[src/rtl/drive_supervisor_pkg.sv]
// Shared types for the drive supervisor: FSM state encoding and a small state helper.
package drive_supervisor_pkg;

  typedef enum logic [2:0] {
    ST_STOPPED   = 3'd0,
    ST_RUN       = 3'd1,
    ST_REVERSING = 3'd2,
    ST_BRAKE     = 3'd3,
    ST_FAULT     = 3'd4
  } drive_state_t;

  // States in which the motors may carry a non-zero command.
  function automatic logic is_motion(drive_state_t s);
    return (s == ST_RUN) || (s == ST_REVERSING);
  endfunction

endpackage

[src/rtl/drive_ramp.sv]
// Per-motor slew limiter: moves the registered command toward target by at most
// step per tick, clamped at target so it never wraps; step==0 bypasses the ramp.
module drive_ramp #(
  parameter int K_PWMRES  = 10,
  parameter int K_RAMPRES = 8
) (
  input  logic                 clk,
  input  logic                 rst,
  input  logic                 tick,
  input  logic                 zero,
  input  logic [K_PWMRES-1:0]  target,
  input  logic [K_RAMPRES-1:0] step,
  output logic [K_PWMRES-1:0]  pwm,
  output logic                 at_zero
);

  localparam int W = K_PWMRES + 1;

  logic [W-1:0]        cur;
  logic [W-1:0]        tgt;
  logic [W-1:0]        stp;
  logic [W-1:0]        up;
  logic [W-1:0]        dn;
  logic [K_PWMRES-1:0] nxt;

  assign cur = {1'b0, pwm};
  assign tgt = {1'b0, target};
  assign stp = W'(step);
  assign up  = cur + stp;
  assign dn  = cur - stp;

  // dn[W-1] is the borrow when the step exceeds the current value.
  always_comb begin
    // NOTE: default first so every path assigns nxt and no latch is inferred.
    nxt = pwm;
    if (tgt > cur) begin
      nxt = (up >= tgt) ? target : up[K_PWMRES-1:0];
    end else if (tgt < cur) begin
      nxt = (dn[W-1] || (dn <= tgt)) ? target : dn[K_PWMRES-1:0];
    end
  end

  // NOTE: state is updated with non-blocking assignments only, so all flops see pre-edge values.
  always_ff @(posedge clk or posedge rst) begin
    if (rst) begin
      pwm <= '0;
    end else if (zero) begin
      pwm <= '0;
    end else if (step == '0) begin
      pwm <= target;
    end else if (tick) begin
      pwm <= nxt;
    end
  end

  assign at_zero = (pwm == '0);

endmodule

[src/rtl/drive_supervisor.sv]
// Multi-motor command conditioner: slew ramping, safe reverse, watchdog and latched fault.
// Define DRIVE_SUPERVISOR_SOFT_BRAKE_EN to ramp motors to zero before asserting brake.
module drive_supervisor
  import drive_supervisor_pkg::*;
#(
  parameter int K_NMOT    = 2,
  parameter int K_PWMRES  = 10,
  parameter int K_RAMPRES = 8,
  parameter int K_WDRES   = 16
) (
  input  logic                         i_clk,
  input  logic                         i_rst,
  input  logic                         i_tick,
  input  logic                         i_cmd_valid,
  input  logic [K_PWMRES-1:0]          i_cmd_power,
  input  logic                         i_cmd_rev,
  input  logic                         i_cmd_brake,
  input  logic [K_NMOT-1:0]            i_param_en,
  input  logic [K_RAMPRES-1:0]         i_param_ramp_step,
  input  logic [K_WDRES-1:0]           i_param_wd_thr,
  input  logic [K_NMOT-1:0]            i_fault,
  input  logic                         i_fault_clr,
  output logic [K_NMOT*K_PWMRES-1:0]   o_pwm_command,
  output logic [K_NMOT-1:0]            o_reverse,
  output logic [K_NMOT-1:0]            o_brake,
  output logic [2:0]                   o_state,
  output logic                         o_wd_expired
);

  drive_state_t        state;
  logic [K_WDRES-1:0]  wd_cnt;
  logic [K_WDRES-1:0]  wd_cnt_nxt;
  logic                fault_any;
  logic                wd_trip;
  logic                wd_exp_nxt;
  logic                dir_mismatch;
  logic                brake_path;
  logic                hard_zero;
  logic                soft_zero;
  logic                all_zero;
  logic [K_NMOT-1:0]   brake_mask;
  logic [K_NMOT-1:0]   at_zero;
  logic [K_PWMRES-1:0] target;

  assign fault_any    = |(i_fault & i_param_en);
  assign dir_mismatch = (i_cmd_rev != o_reverse[0]);
  assign all_zero     = &(at_zero | ~i_param_en);

  // A fresh command wins over a simultaneous tick; the count saturates.
  always_comb begin
    wd_cnt_nxt = wd_cnt;
    if (i_cmd_valid) begin
      wd_cnt_nxt = '0;
    end else if (i_tick && (wd_cnt != '1)) begin
      wd_cnt_nxt = wd_cnt + 1'b1;
    end
  end

  assign wd_trip    = (i_param_wd_thr != '0) && (wd_cnt_nxt == i_param_wd_thr);
  assign wd_exp_nxt = !i_cmd_valid && (wd_trip || o_wd_expired);

  always_ff @(posedge i_clk or posedge i_rst) begin
    if (i_rst) begin
      wd_cnt       <= '0;
      o_wd_expired <= 1'b0;
    end else begin
      wd_cnt       <= wd_cnt_nxt;
      o_wd_expired <= wd_exp_nxt;
    end
  end

  // Evaluated from the current state so the ramps zero on the same edge the FSM enters BRAKE.
  assign brake_path = (state != ST_FAULT) &&
                      (wd_exp_nxt || (state == ST_BRAKE) || (is_motion(state) && i_cmd_brake));

`ifdef DRIVE_SUPERVISOR_SOFT_BRAKE_EN
  assign hard_zero  = fault_any || (state == ST_FAULT) || (state == ST_STOPPED);
  assign soft_zero  = brake_path;
  assign brake_mask = all_zero ? '1 : ~i_param_en;
`else
  assign hard_zero  = fault_any || (state == ST_FAULT) || (state == ST_STOPPED) || brake_path;
  assign soft_zero  = 1'b0;
  assign brake_mask = '1;
`endif

  // A pending direction change always ramps toward zero before the flip.
  assign target = (soft_zero || dir_mismatch) ? '0 : i_cmd_power;

  for (genvar m = 0; m < K_NMOT; m++) begin : g_motor
    drive_ramp #(
      .K_PWMRES  (K_PWMRES),
      .K_RAMPRES (K_RAMPRES)
    ) u_ramp (
      .clk     (i_clk),
      .rst     (i_rst),
      .tick    (i_tick),
      .zero    (hard_zero || !i_param_en[m]),
      .target  (target),
      .step    (i_param_ramp_step),
      .pwm     (o_pwm_command[m*K_PWMRES +: K_PWMRES]),
      .at_zero (at_zero[m])
    );
  end

  always_ff @(posedge i_clk or posedge i_rst) begin
    if (i_rst) begin
      state     <= ST_STOPPED;
      o_reverse <= '0;
      o_brake   <= '1;
    end else if (fault_any) begin
      state   <= ST_FAULT;
      o_brake <= '1;
    end else begin
      case (state)
        ST_STOPPED: begin
          if (wd_exp_nxt) begin
            state   <= ST_BRAKE;
            o_brake <= brake_mask;
          end else if (!i_cmd_brake && (i_cmd_power != '0)) begin
            state     <= ST_RUN;
            o_reverse <= {K_NMOT{i_cmd_rev}};
            o_brake   <= ~i_param_en;
          end else begin
            o_brake <= '1;
          end
        end
        ST_RUN: begin
          if (wd_exp_nxt || i_cmd_brake) begin
            state   <= ST_BRAKE;
            o_brake <= brake_mask;
          end else begin
            if (dir_mismatch) state <= ST_REVERSING;
            o_brake <= ~i_param_en;
          end
        end
        ST_REVERSING: begin
          if (wd_exp_nxt || i_cmd_brake) begin
            state   <= ST_BRAKE;
            o_brake <= brake_mask;
          end else if (!dir_mismatch) begin
            state   <= ST_RUN;
            o_brake <= ~i_param_en;
          end else if (all_zero) begin
            o_reverse <= ~o_reverse;
            state     <= (i_cmd_power != '0) ? ST_RUN : ST_STOPPED;
            o_brake   <= (i_cmd_power != '0) ? ~i_param_en : '1;
          end else begin
            o_brake <= ~i_param_en;
          end
        end
        ST_BRAKE: begin
          if (!i_cmd_brake && !wd_exp_nxt) begin
            state   <= ST_STOPPED;
            o_brake <= '1;
          end else begin
            o_brake <= brake_mask;
          end
        end
        ST_FAULT: begin
          if (i_fault_clr) state <= ST_STOPPED;
          o_brake <= '1;
        end
        default: begin
          state   <= ST_STOPPED;
          o_brake <= '1;
        end
      endcase
    end
  end

  assign o_state = state;

endmodule

[config.mk]
export PLATFORM = sky130hd
export DESIGN_NAME = drive_supervisor
export DESIGN_NICKNAME = d
export VERILOG_FILES = /design/src/rtl/drive_supervisor_pkg.sv /design/src/rtl/drive_ramp.sv /design/src/rtl/drive_supervisor.sv
export SDC_FILE = /design/constraint.sdc
export NUM_CORES = 1
export LEC_CHECK = 0
export CAP_MARGIN = 20
export CORE_ASPECT_RATIO = 0.6
export CORE_UTILIZATION = 40
export DETAILED_ROUTE_END_ITERATION = 12
export PLACE_DENSITY = 0.71
export SYNTH_ARGS = -nofsm -noshare
export SYNTH_HDL_FRONTEND = slang
export SYNTH_SLANG_ARGS = --single-unit
[constraint.sdc]
create_clock -name i_clk -period 4.08 [get_ports i_clk]
set_input_delay 0.816 -clock i_clk [delete_from_list [all_inputs] [get_ports i_clk]]
set_output_delay 0.816 -clock i_clk [all_outputs]
set_load 0.01 [all_outputs]
== After elaboration in Yosys (flattened, before gate mapping) ==
Cells that the tools add are included.

* Output and inout bits: 28
* Latch bits: 0
* Word-level logic and storage cells: 128
* Memories kept: 0
* RAM bits: 0
* Bits of input ports: 45
* ROM bits: 0
* Register bits: 44

* $add $sub $neg: 5
* Multiplexer cells: 44
* Reduce and logical (&&, ||, !) cells: 41
* Multipliers: 0
* Divide/modulo/power cells: 0
* Eq/ne operators: 18
* Bitwise logic cells: 5
* $lt $le $gt $ge: 8
* Shifts and indexed selects: 0

{| class="wikitable"
|+ Operator list
! operator !! count
|-
| $mux W10 || 15
|-
| $mux W16 || 2
|-
| $mux W3 || 10
|-
| $mux W2 || 13
|-
| $add A10 B8 Y11 || 2
|-
| $ge A11 B10 Y1 || 2
|-
| $le A11 B10 Y1 || 2
|-
| $sub A10 B8 Y11 || 2
|-
| $gt A10 B10 Y1 || 2
|-
| $logic_not A10 Y1 || 2
|-
| $lt A10 B10 Y1 || 2
|-
| $add A16 B1 Y16 const B || 1
|-
| $eq A16 B16 Y1 || 1
|-
| $ne A16 B16 Y1 const B || 1
|-
| $reduce_bool A16 Y1 || 1
|-
| $pmux W3 S5 || 1
|-
| $logic_or A1 B1 Y1 || 12
|-
| $reduce_bool A10 Y1 || 1
|-
| $logic_not A8 Y1 || 1
|-
| $ne A2 B2 Y1 const B || 4
|-
| $ne A4 B3 Y1 const B || 2
|-
| $reduce_bool A4 Y1 || 2
|-
| $logic_and A1 B1 Y1 || 7
|-
| $reduce_and A7 Y1 || 1
|-
| 22 further kinds || 32
|}

== Depth between registers and ports, before layout ==
Gate-level depths: netlist (run 1).

* Depth in word-level cells: 15
* Mapped depth: 20

== Hierarchy ==
Synthesis (run 1) repeated with hierarchy kept, for this count alone.

* Cells, all modules: 835
* Area, all modules: 6573.8 sq um

{| class="wikitable"
|+ Modules (own cells, without submodules)
! module !! cells each !! times used !! area an instance (sq um)
|-
| drive_ramp at g_motor[1].u_ramp || 293 || 1 || 2272.2
|-
| drive_ramp at g_motor[0].u_ramp || 289 || 1 || 2262.2
|-
| drive_supervisor || 253 || 1 || 2039.5
|}

== Worst setup path after synthesis (run 1) ==
No wires, ideal clock.

* Path kind: in2reg
* From: input i_param_ramp_step[0]
* To: register g_motor[0].u_ramp.pwm[3]
* Setup time: 0.123 ns
* Setup slack: -0.638 ns
* Stages: 18
* Arrival time: 4.595 ns
* Path buffers: 1
* Path through: ha_1 > inv_1 > fa_1 > o21ba_2 > o21ai_0 > a21oi_1 > or2_2 > a221oi_1 > xnor2_1 > ha_1 > o211ai_1 > o21ai_0 > a311oi_1 > clkbuf_1 > nor4_1 > a311oi_1 > o211ai_1 > nor3b_2

* Cells in the longest elaborated chain, start to end: 9
* Elaborated cells between the ends (all ways): 16
* Those cells by class: 2 x add/sub; 2 x order compare; 7 x mux; 5 x reduce/logical

{| class="wikitable"
|+ Ends and longest elaborated chain
! item !! line !! RTL
|-
| from (decl) || drive_supervisor.sv:19 || <nowiki>input logic [K_RAMPRES-1:0] i_param_ramp_step,</nowiki>
|-
| $sub A10 B8 Y11 || drive_ramp.sv:30 || <nowiki>assign dn = cur - stp;</nowiki>
|-
| $le A11 B10 Y1 || drive_ramp.sv:39 || <nowiki>nxt = (dn[W-1] || (dn <= tgt)) ? target : dn[K_PWMRES-1:0];</nowiki>
|-
| $logic_or A1 B1 Y1 || drive_ramp.sv:39 ||
|-
| $mux W10 || drive_ramp.sv:39 ||
|-
| $mux W10 || drive_ramp.sv:38 || <nowiki>end else if (tgt < cur) begin</nowiki>
|-
| $mux W10 || drive_ramp.sv:36 || <nowiki>if (tgt > cur) begin</nowiki>
|-
| $mux W10 || drive_ramp.sv:51 || <nowiki>end else if (tick) begin</nowiki>
|-
| $mux W10 || drive_ramp.sv:49 || <nowiki>end else if (step == '0) begin</nowiki>
|-
| $mux W10 || drive_ramp.sv:47 || <nowiki>end else if (zero) begin</nowiki>
|-
| to (signal assigned) || drive_ramp.sv:50 || <nowiki>pwm <= target;</nowiki>
|-
| to (signal assigned) || drive_ramp.sv:52 || <nowiki>pwm <= nxt;</nowiki>
|-
| to (decl) || drive_ramp.sv:13 || <nowiki>output logic [K_PWMRES-1:0] pwm,</nowiki>
|}

Parallel ways exist; a longest one is shown, timed or not. The select of a mux whose other input is x is not followed.
A chain may end at the register's enable or synchronous reset.

== Worst setup path after layout (run 1) ==
* From: input i_param_ramp_step[0]
* To: register g_motor[0].u_ramp.pwm[9]

The elaborated chain is that of the path after synthesis.

==> results of run 1 <==
==> worst paths after layout <==
| check | endpoint | slack, ns | cells after the start |
|---|---|---|---|
| worst max-delay path | g_motor[0].u_ramp.pwm[9] | -0.21 | 21 |
| worst min-delay path | o_reverse[1] | 0.49 | 1 |
| worst max register to register | g_motor[0].u_ramp.pwm[9] | -0.14 | 19 |
| worst min register to register | o_reverse[1] | 0.49 | 1 |
| max in group asynchronous | o_brake[0] | 2.28 | 3 |
| min in group asynchronous | g_motor[1].u_ramp.pwm[5] | 1.00 | 2 |
==> through the flow <==
| stage | std cells | util [%] | TNS (ns) |
|---|---|---|---|
| final | 1442 | 61.2 | -1.30 |
| after global placement | 1384 | 55.2 | -16.16 |
| after detailed placement | 1384 | 55.2 | -18.46 |
| after global routing | 1442 | 61.2 | -3.49 |
| after CTS | 1426 | 58.8 | -0.503 |
| after floorplan | 924 | - | -0.577 |
==> repair_timing <==
| item | 4_1_cts | 5_1_grt |
|---|---|---|
| gates cloned | 0 | 1 |
| endpoints found under the setup margin | 21 | 25 |
| pin swaps | 46 | 51 |
| endpoints found under the hold margin | 0 | 0 |
| gates resized for setup | 68 | 64 |
| setup buffers | 35 | 15 |
==> cell usage in the layout, fill, tap and decap left out, types with 11 or more instances in the layout <==
master / Yosys / routed
sky130_fd_sc_hd__nor4_1: 24 / 21
sky130_fd_sc_hd__a21o_1: 16 / 16
sky130_fd_sc_hd__clkdlybuf4s50_1: 0 / 64
sky130_fd_sc_hd__o211ai_1: 16 / 16
sky130_fd_sc_hd__ha_1: 93 / 80
sky130_fd_sc_hd__nand4_1: 25 / 25
sky130_fd_sc_hd__a21oi_1: 72 / 55
sky130_fd_sc_hd__mux2i_1: 15 / 14
sky130_fd_sc_hd__nor2_1: 73 / 69
sky130_fd_sc_hd__xnor2_1: 28 / 20
sky130_fd_sc_hd__a21oi_2: 1 / 18
sky130_fd_sc_hd__inv_1: 77 / 66
sky130_fd_sc_hd__nand3_1: 26 / 25
sky130_fd_sc_hd__ha_4: 0 / 11
sky130_fd_sc_hd__buf_4: 3 / 235
sky130_fd_sc_hd__nor2b_1: 21 / 21
sky130_fd_sc_hd__dfrtp_1: 42 / 42
sky130_fd_sc_hd__nor3_1: 36 / 32
sky130_fd_sc_hd__o21ai_0: 44 / 29
sky130_fd_sc_hd__nand2b_1: 12 / 11
sky130_fd_sc_hd__nand2_1: 69 / 69
==> worst register-to-register path, delay by kind of cell, from the launching register on <==
kind,cells,cell delay [ns]
mux,1,0.26
fa+ha+maj,2,0.64
simple gates,2,0.35
flops,1,0.51
compound gates,9,1.47
buf+inv,4,0.68
xor+xnor,1,0.17
==> layer usage <==
metal / vias up / wire length [microns] / part of all wire, % / global-route usage (%)
met2: 559 / 11300 / 39 / 40.1
met4: 0 / 592 / 2.1 / 5.95
li1: 3995 / - / - / -
met1: 4059 / 13100 / 45 / 44.9
met3: 84 / 3880 / 13 / 10.0
met5: - / 0 / 0 / 0
==> flip-flops by register name (all words and copies together), names as in the netlist <==
| signal | flops |
|---|---|
| o_wd_expired | 1 |
| o_state | 3 |
| o_brake | 2 |
| g_motor.u_ramp.pwm | 20 |
| wd_cnt | 16 |
| o_reverse | 2 |
==> final cells by class <==
cell class / count / area, sq um / share of cell area (%)
clock buffer: 6 / 129 / 1.22
clock inverter: 1 / 5.00 / 0.0475
inverter: 77 / 292 / 2.76
multi-input combinational: 762 / 6070 / 57.6
sequential: 44 / 1100 / 10.5
tap: 234 / 293 / 2.78
timing repair buffer: 318 / 2660 / 25.2
==> power by group <==
| group | internal (mW) | total, mW | switching [mW] | leakage [nW] |
|---|---|---|---|---|
| Sequential | 0.459 | 0.507 | 0.0477 | 0.598 |
| Combinational | 1.19 | 2.52 | 1.33 | 4.02 |
| Clock | 0.223 | 0.402 | 0.178 | 0.0667 |
==> kinds of logic after synthesis <==
| logic type | share of synthesized area, % |
|---|---|
| and+or+nand+nor | 28.4 |
| AOI/OAI and AO/OA | 24.7 |
| buffers and inverters | 6.55 |
| adders and majority gates | 17.6 |
| DFF | 15.6 |
| xor gates and xnor gates | 4.45 |
| muxes | 2.76 |
==> results.txt, run 1 <==
The static power due to leakage came out at approximately 4.7 nW. The area growth from synthesis to layout came out at 48.9%. The synthesized area per cell came out at roughly 7.7 sq um.

The repair_antennas step left the layout with diodes totalling 0. The cell area power density came out at between 300 and 400 nW/um^2. After detailed routing, the total wire length is 28800 microns. The buffer and inverter count on the worst path is 5.

The class of the worst hold path is reg -> reg. Once detailed placement completed, the half-perimeter wirelength came to ~21000 microns. The pin count of the biggest net entering global routing is 34.

The critical path's largest stage delay came out at roughly 0.38 ns. In the post-synthesis netlist, the cell with the most instances is sky130_fd_sc_hd__ha_1. The area inside the core boundary came out at approximately 17000 sq um. The run finished, with violations left.

The tool flagged a number of max-cap violations equal to 0. The total design power came out at between 3 and 4 mW. The number of nets in the layout came out at roughly 1400. The synthesized netlist occupies a cell area of just over 7000 sq um. Of the cells placed in the final design, the portion with a size suffix greater than 1 is roughly a third.

Setup violations remaining at the end of the flow were counted as 12. The global route total overflow is 0. The endpoint required time on the critical path is 4.22 ns. The buffer cell driving the clock tree root is sky130_fd_sc_hd__clkbuf_16. The kind of cell with the highest combined delay along the critical path is compound AO/OA/AOI/OAI gates. During I/O placement, the number of pins put on the boundary was between 70 and 80. The H-tree depth reported by CTS is 2. The maximum count of clock buffers along a single path came out at 2.

The via count of the first global-routing pass came out at 7929. The number of remaining DRC errors is 0. The tightest hold path in the finished design has a slack of a little under 0.5 ns. In this run the critical register-to-register path is launched from g_motor[0].u_ramp.pwm[1]. The first-pass iteration count of the detailed router came out at 6. The vertical die dimension is approximately 110 microns. Of all nets on the critical path, the largest fanout is 7. Among all stages on the critical path, the largest delay is contributed by sky130_fd_sc_hd__fa_2. After layout, the worst path uses 105% of the clock period.

The commonest cells after synthesis are sky130_fd_sc_hd__ha_1, sky130_fd_sc_hd__inv_1, sky130_fd_sc_hd__nor2_1, sky130_fd_sc_hd__a21oi_1, sky130_fd_sc_hd__nand2_1. The number of max-slew violations in the final report is 0. The insertion delay of the later-clocked pin in the worst-skew pair is ~0.29 ns. The number of vias per cell came out at around 6.0. The classification of the worst setup path is in -> reg. The transition time at the pin with the least slew margin came out at roughly 0.8 ns. The smallest setup slack after layout came out at -0.212 ns. The signal on the critical path passes through buf_8, ha_4, inv_2, fa_2, o21ba_4, o21ai_4, a21oi_2, or2_4, a221oi_4, xnor2_2, ha_1, o211ai_1, buf_4, a2111oi_4, a311oi_2, buf_6, buf_4, mux2i_1, nor3_2, a41oi_2, a221oi_2. The first-pass GRT wire length came out at 42700 microns. The most used flip-flop cell after synthesis is sky130_fd_sc_hd__dfrtp_1. The initial DRC count came out at between 900 and 1000. The number of rows in the core area came out at 37.

The initial antenna violation count is 1. In the synthesized netlist the async set-or-reset flop fraction comes to 100%. The worst slew margin relative to its limit came out at ~46%. The number of distinct standard cells referenced by the synthesized netlist came out at 90. The placer congestion estimate came out at around 0.96.

Yosys attributes the largest share of cell area to sky130_fd_sc_hd__ha_1, sky130_fd_sc_hd__dfrtp_1, sky130_fd_sc_hd__a21oi_1. The effective utilization at floorplan came out at slightly above 40%. The post-layout minimum cycle time is roughly 4.3 ns. The area after detailed placement is around 9500 sq um.

TritonCTS built the clock tree. The worst-case clock skew came out at 0.00727 ns. The total nets after synthesis is around 1100. The number of enable flip-flop cells after synthesis is 0. The synthesized netlist cell count came out at 924. The layout has around 1400 filler cells. The clock buffer count from CTS is 5. The final reports fail on setup timing. Of the post-synthesis cell area, the dominant cell type holds 16.4%.

The total number of yosys warnings is 0. STA classifies the critical path startpoint as an input pin. The number of hold violations in the final report came out at 0. The clock input transition at the sequential cells of the worst setup and hold paths came out at roughly 0.070 ns. Hold repair after CTS inserted 0 buffers. The floorplan step set the die width to approximately 170 microns. The worst-case setup slack after placement came out at -0.977 ns. After synthesis the netlist holds a flip-flop and latch count of 44.

The worst hold path begins at o_reverse[1]. In this design, the critical path's most frequently occurring cell is sky130_fd_sc_hd__buf_4. Setup repair after global routing could not meet its margin everywhere. The arrival time at the worst endpoint is 4.44 ns. For this block, the via count after detailed routing is slightly below 9000. The count of buffers added on input and output ports is between 70 and 80. The finished cells cover 10500 sq um. In this run the worst setup path begins at i_param_ramp_step[0]. The floorplan step defined a die boundary enclosing 18300 sq um. The largest voltage drop on the vdd net came out at 0.210 mV. The detail route stage leaves a number of antenna-violating nets equal to 0. In the final routed layout, each cell accounts on average for ~20 microns. The share of the Yosys chip area taken by registers is 15.6%. For this design, the sink count on the clock tree is 44. Global routing used roughly 30% of the available tracks across all layers. The largest total area in the synthesized netlist belongs to sky130_fd_sc_hd__ha_1.

The worst setup path is captured at a flip-flop. The peak clock frequency supported by timing is 233 MHz.
(Power assumes the default switching activity.)
==> run 2: changes to the inputs <==
--- a/config.mk
+++ b/config.mk
@@ -7,8 +7,10 @@
 export LEC_CHECK = 0
 export CAP_MARGIN = 20
 export CORE_ASPECT_RATIO = 0.6
+export CORE_MARGIN = 1.5
 export CORE_UTILIZATION = 40
 export DETAILED_ROUTE_END_ITERATION = 12
+export HOLD_SLACK_MARGIN = 0.15
 export PLACE_DENSITY = 0.71
 export SYNTH_ARGS = -nofsm -noshare
 export SYNTH_HDL_FRONTEND = slang
==> run 2 against run 1 <==
The flow still finishes with violations (setup timing). Register-to-register slack improved by 0.05 ns. Critical path depth did not move. First-iteration DRC count fell by 8.4%. Combinational power fell by 6%. Flip-flop and latch count did not move. Sequential share of layout area rose by 0.14 points. Via count fell by 1.8%. Setup slack improved by 0.017 ns. Final cell count fell by 0.28%. Critical path type unchanged. Highest routed layer unchanged.
==> results.txt, run 2 (synthesis results as in run 1) <==
After the last flow step, the layout net total stands at 1345. In this run the worst hold path is classified as reg -> reg. The number of vias after detailed routing is around 8500. At the later pin of the worst-skew pair, clock insertion delay measures between 0.2 and 0.3 ns. The number of nets still failing antenna checks after routing came out at 0. The met1 routed wirelength after detailed routing is about 13000 microns. The worst pin sits at a relative slew slack of 56.4%. Input and output buffers added on the ports amount to 72. The cell count after placement is between 1000 and 1500. The average routed wire per standard cell came out at slightly below 20 microns. In the routed design, unresolved DRC markers number 0. The via count of the first global-routing pass is ~8000.

Clock-pin slew was measured on the worst setup and hold paths at about 0.070 ns. The pin count of the biggest net entering global routing is 28. The number of vias per cell is 5.94.

The total die area is approximately 19000 sq um. The reported max-cap violation count came out at 0. Counting flops per register, the top entry is g_motor.u_ramp.pwm.

The initial antenna violation count came out at 0. Setup repair after global routing could not meet its margin everywhere. Counting the buffers created by CTS gives 5. The share of post-route cells with drive strength above 1 is 30.3%.

The area after detailed placement is ~9500 sq um. Clock skew on the completed layout was measured at 0.0120 ns. For this run, the share of the core covered by cells in the final layout is between 60% and 70%. The most numerous cell on the critical path is sky130_fd_sc_hd__a21oi_2. The TritonCTS sink count came out at 44. The worst-case setup slack after placement came out at -0.852 ns. In this run the static leakage power is 4.65 nW. The final cycle utilization of the critical path is 105%. The count of non-filler cells in the finished layout came out at 1438. For this run the aggregate overflow at the end of global routing stands at 0. The placer congestion estimate came out at approximately 1. The critical path's largest stage delay is ~0.40 ns. The worst setup path is launched from an input pin. The first-pass iteration count of the detailed router came out at 5. The met2 wire length came out at between 10000 and 15000 microns.

The post-route standard cell area excluding fillers is ~10000 sq um. After layout, the worst setup slack is -0.195 ns. Along the worst path, the maximum fanout reaches 9. The library cell used most frequently in the layout, excluding fill and tap cells, is sky130_fd_sc_hd__buf_4. The top routing layer in use is met4. In this run the horizontal extent of the chip is 175 microns. The number of endpoints failing setup at the final stage came out at 19. IR analysis of the VDD net gives a maximum drop of about 0.20 mV. For this configuration, the core starts out at a cell density of between 40 and 50%. After detailed routing, the met3 layer carries around 3300 microns of wire. STA classifies the critical path endpoint as a flip-flop. The number of rows in the core area came out at 37. The number of max-slew violations in the final report came out at 0.

The area inside the core boundary came out at around 17000 sq um. The peak clock frequency supported by timing is 234 MHz. The register with the most flip-flops in the layout has 20 of them. The maximum count of clock buffers along a single path came out at 2. For the pin with the worst max-slew slack, the measured transition is ~0.65 ns.

The layout has 1516 filler cells. Clock tree synthesis selected as its root buffer the cell sky130_fd_sc_hd__clkbuf_16. The H-tree generated during clock tree synthesis spans 2 levels. The total track usage is about 30%.

In the layout the commonest cells are sky130_fd_sc_hd__buf_4, sky130_fd_sc_hd__ha_1, sky130_fd_sc_hd__nor2_1, sky130_fd_sc_hd__nand2_1, sky130_fd_sc_hd__inv_1. Among all stages on the critical path, the largest delay is contributed by sky130_fd_sc_hd__fa_2. The routed design could run at a clock period as short as between 4 and 5 ns. The area growth from synthesis to layout is 47.0%. The clock tree from TritonCTS is built. After legalization and detailed placement, the total HPWL measured 21500 microns. The cell area power density is ~320 nW/um^2. The first global-routing pass estimated around 44000 microns of wire.

On the final layout, the worst hold slack is approximately 0.51 ns. The repair_antennas step left the layout with diodes totalling 0. Data arrives at the worst endpoint at roughly 4.4 ns. The final wirelength is between 20000 and 30000 microns. The classification of the worst setup path is in -> reg. The count of pins on the block boundary is 73. The initial DRC count came out at between 800 and 900. Traced cell by cell, the critical path runs through buf_8, buf_6, ha_4, inv_2, fa_2, o21bai_1, a21oi_2, o311a_1, o21bai_1, a21oi_2, xnor2_2, ha_1, o211ai_1, nor2_1, a21oi_2, o31a_1, buf_6, buf_16, a31o_2, a222oi_1, a311oi_1. For the worst setup path, the data required time is 4.23 ns. The vertical die dimension came out at between 100 and 150 microns. The worst register-to-register path has a setup slack of -0.09 ns. The number of hold violations in the final report is 0. The cts-stage hold buffer count came out at 0. The run finished, with violations left. The checks that failed: setup timing.
-- run 2: critical path, delay by kind of cell --
family                     cells  cell delay (ns)
AOI/OAI and AO/OA             11             1.94
adders and majority gates      3             0.84
buffers and inverters          5             0.52
and+or+nand+nor                1             0.17
xor gates and xnor gates       1             0.16
-- run 2: area by class of cell --
cell class	instances	area, sq um	area share [%]
multi-input cells	762	5940	57.1
repair buffers	313	2630	25.3
flip-flops and latches	44	1100	10.6
inverters	77	294	2.82
well taps	234	293	2.81
clock buffers	8	146	1.41
-- run 2: path summary, 6_finish.rpt --
path                                            end  cells after the start                startpoint
setup reg to reg           g_motor[0].u_ramp.pwm[3]                     21  g_motor[0].u_ramp.pwm[0]
hold reg to reg                        o_reverse[1]                      1              o_reverse[1]
min in group asynchronous  g_motor[1].u_ramp.pwm[5]                      2                     i_rst
hold / removal                         o_reverse[1]                      1              o_reverse[1]
setup / recovery           g_motor[1].u_ramp.pwm[9]                     21      i_param_ramp_step[0]
max in group asynchronous                o_brake[1]                      3                     i_rst
-- run 2: per-stage QoR --
step	power, mW	TNS (ns)
2_1_floorplan	1.67	-0.577
3_3_place_gp	2.45	-15.00
3_5_place_dp	2.49	-16.78
4_1_cts	3.14	-0.464
5_1_grt	3.54	-4.98
6_report	3.32	-2.04
-- run 2: power by group --
part	internal (mW)	switching [mW]	leakage, nW	total [mW]
combinational	1.14	1.24	3.98	2.38
sequential	0.459	0.0465	0.598	0.506
clock	0.245	0.183	0.0712	0.428
-- run 2: what timing repair did --
| action | in CTS | in global routing |
|---|---|---|
| resized for setup | 60 | 40 |
| setup endpoints to repair | 20 | 25 |
| cloned | 1 | 0 |
| pin swaps | 40 | 31 |
| buffers inserted | 34 | 12 |
-- run 2: metal layers --
layer	up-vias	track usage, %
li1	4003	-
met1	4087	44.2
met2	399	41.1
met3	54	11.1
met4	0	5.25
met5	-	0
==> run 3: changes to the inputs <==
==> constraint.sdc (replaced) <==
create_clock -name i_clk -period 4.08 [get_ports i_clk]
set_input_delay 0.816 -clock i_clk [delete_from_list [all_inputs] [get_ports i_clk]]
set_output_delay 0.816 -clock i_clk [all_outputs]
set_load 0.1 [all_outputs]
==> run 3 against run 2 <==
The run still ends with setup timing left. Non-clock buffer count decreased by 17. Flip-flop and latch count unchanged. Clock power up 12%. Setup slack worse by 0.11 ns.
==> results.txt, run 3 (synthesis results as in run 1) <==
The register with the most flip-flops in the layout has 20 of them. The total design power is 3.59 mW. The first-pass GRT wire length is approximately 43000 microns. The H-tree depth reported by CTS came out at 2. The number of cells on the worst reg-to-reg path is 20.

After floorplanning, the core was divided into 37 placement rows. The filler cells instantiated in the layout total roughly 1500. The slack of the worst reg-to-reg path came out at -0.19 ns.

The area growth from synthesis to layout is 48.7%. The via count of the first global-routing pass came out at a little under 8000. The category of cells accounting for the largest share of critical-path delay is compound AO/OA/AOI/OAI gates.

The clock tree from TritonCTS is built. The arrival time at the worst endpoint came out at about 4.6 ns. The worst-case setup slack after placement came out at -0.945 ns. The average routed wire per standard cell is a little under 20 microns. Setup repair after global routing could not meet its margin everywhere. The worst slew margin relative to its limit is 33.4%. Summing all non-filler instances in the final layout gives an area of ~11000 sq um. Counting buffers and inverters, the worst setup path is 21 cells deep. The smallest setup slack after layout is -0.301 ns.

The highest fanout seen on the critical path came out at 6. Leaving out fill and tap cells, the most frequent cells in the layout are sky130_fd_sc_hd__buf_4, sky130_fd_sc_hd__ha_1, sky130_fd_sc_hd__nor2_1, sky130_fd_sc_hd__nand2_1, sky130_fd_sc_hd__inv_1. The worst setup path is launched from an input pin. Cells with a size suffix above 1 make up 32.5% of the layout.

Among all stages on the critical path, the largest delay is contributed by sky130_fd_sc_hd__a311oi_2. The sort of element at the end of the critical path is a flip-flop. The signal on the critical path passes through buf_8, ha_4, inv_2, fa_2, o21ba_4, o21ai_4, a21oi_2, or2_4, nand2b_4, xnor2_2, ha_1, o21a_1, o211ai_1, buf_4, a2111oi_4, a311oi_2, buf_6, nor4_2, a311oi_1, o211ai_1, nor3b_2. The insertion delay of the later-clocked pin in the worst-skew pair is 0.30 ns. In the routed design, unresolved DRC markers number 0. The buffer cell driving the clock tree root is sky130_fd_sc_hd__clkbuf_16. The pin count of the biggest net entering global routing came out at 39. The die boundary width is ~170 microns. The static power due to leakage is about 4.6 nW. The reported max-cap violation count is 0.

The pre-antenna-repair detailed-routing pass consisted of 8 iterations. The worst path uses 107% of the clock period. The endpoint required time on the critical path is approximately 4.3 ns. Detailed placement finished with a half-perimeter wire length of between 20000 and 25000 microns. The register bank with the most flops is g_motor.u_ramp.pwm. The final core area utilization is about three fifths. The accumulated negative setup slack came out at -2.25 ns.

At the pin with the least slew margin, the transition time is approximately 1 ns. The worst register-to-register path ends at g_motor[0].u_ramp.pwm[5]. The maximum count of clock buffers along a single path is 2.

The cell count after placement came out at between 1000 and 1500. The initial antenna violation count came to 1. The number of vias per cell is between 5 and 6. After clock tree synthesis, the flow added hold-fix buffers numbering 0. The global route total overflow came out at 0. The largest voltage drop on the vdd net came out at approximately 0.36 mV. The startpoint identified for the worst register-to-register timing path is g_motor[0].u_ramp.pwm[0]. The classification of the worst setup path is in -> reg.

The peak clock frequency supported by timing is ~230 MHz. The clock input transition at the sequential cells of the worst setup and hold paths is approximately 0.08 ns. The TritonCTS sink count came out at 44.

The final wirelength came out at between 20000 and 30000 microns. The effective utilization at floorplan is around two fifths. The run finished, with violations left. The clock buffer count from CTS is 5.

The area after detailed placement is ~9400 sq um. The most critical setup path has its startpoint at i_param_ramp_step[0]. The class of the worst hold path is reg -> reg.

For this design the ratio of total power to cell area is roughly 340 nW/um^2. The post-layout minimum cycle time came out at ~4.4 ns. The number of vias after detailed routing is about 8500. The checks that failed: setup timing.

The count of non-filler cells in the finished layout came out at between 1000 and 1500. Measured along the y axis, the die boundary spans between 100 and 150 microns. At the end of the flow, the number of nets in the layout was ~1300.

During I/O placement, the number of pins put on the boundary was 73. The number of endpoints failing setup at the final stage came out at 12. The worst-case clock skew is about 0.017 ns. In the global route stage, overall resource usage came out at between 20% and 30%. The area inside the core boundary is around 17000 sq um. The number of hold violations in the final report is 0. The number of buffer cells added on primary ports is 72.

By instance count, the cell type seen most on the critical path is sky130_fd_sc_hd__o211ai_1. Leaving out fill and tap cells, the most frequent cell in the layout is sky130_fd_sc_hd__buf_4. The total die area is around 19000 sq um. The number of nets still failing antenna checks after routing came out at 0. The number of max-slew violations in the final report is 0.

The placer congestion estimate came out at 1.01. The critical path's largest stage delay is ~0.41 ns. The initial DRC count is about 870.

The most critical setup path has its endpoint at g_motor[0].u_ramp.pwm[5]. The total inserted antenna cells came out at 0. The buffer and inverter count on the worst path is 4. The worst slack on hold paths is roughly 0.5 ns.
[run 3: cell count changes in the layout (fill, tap and decap cells not counted), sizes merged]
cell,delta
clkbuf,-2
dlymetal6s2s,+1
buf,-17
clkinv,+1
clkdlybuf4s50,-1
dlygate4sd2,-1
clkdlybuf4s15,+1
bufinv,+1
[run 3: final cells by class]
cell class              count  area (sq um)  share of cell area, %
well taps                 234           293                   2.78
inverters                  77           294                   2.79
multi-input cells         762          6180                   58.7
repair buffers            296          2490                   23.6
clock inverters             2          35.0                  0.333
flip-flops and latches     44          1110                   10.6
clock buffers               6           129                   1.22
[run 3: worst min path at each step]
| stage | startpoint | end | slack, ns | depth (start not counted) |
|---|---|---|---|---|
| after detailed placement | o_reverse[1] | o_reverse[1] | 0.47 | 1 |
| after global placement | o_reverse[1] | o_reverse[1] | 0.48 | 1 |
| after CTS | o_reverse[1] | o_reverse[1] | 0.50 | 1 |
| final | o_reverse[1] | o_reverse[1] | 0.51 | 1 |
| after floorplan | wd_cnt[15] | wd_cnt[15] | 0.58 | 2 |
| after global routing | o_reverse[1] | o_reverse[1] | 0.53 | 1 |
[run 3: power by group]
part           switching (mW)  total (mW)  internal (mW)
Sequential             0.0501       0.511          0.461
Combinational            1.45        2.60           1.15
Clock                   0.191       0.480          0.289
Total                    1.69        3.59           1.90
[run 3: repair_timing]
item | 4_1_cts | 5_1_grt
hold endpoints to repair | 0 | 0
pin swaps | 49 | 60
gates cloned | 3 | 0
endpoints found under the setup margin | 20 | 21
setup buffers | 25 | 15
gates resized for setup | 67 | 86
[run 3: layer usage]
metal,up-vias,part of all wire (%),routed length [microns],GRT usage [%]
met4,0,1.6,451,4.15
met3,52,11,3170,9.76
met1,4031,48,13600,44.7
met5,-,0,0,0
met2,429,39,11000,39.5
li1,3958,-,-,-
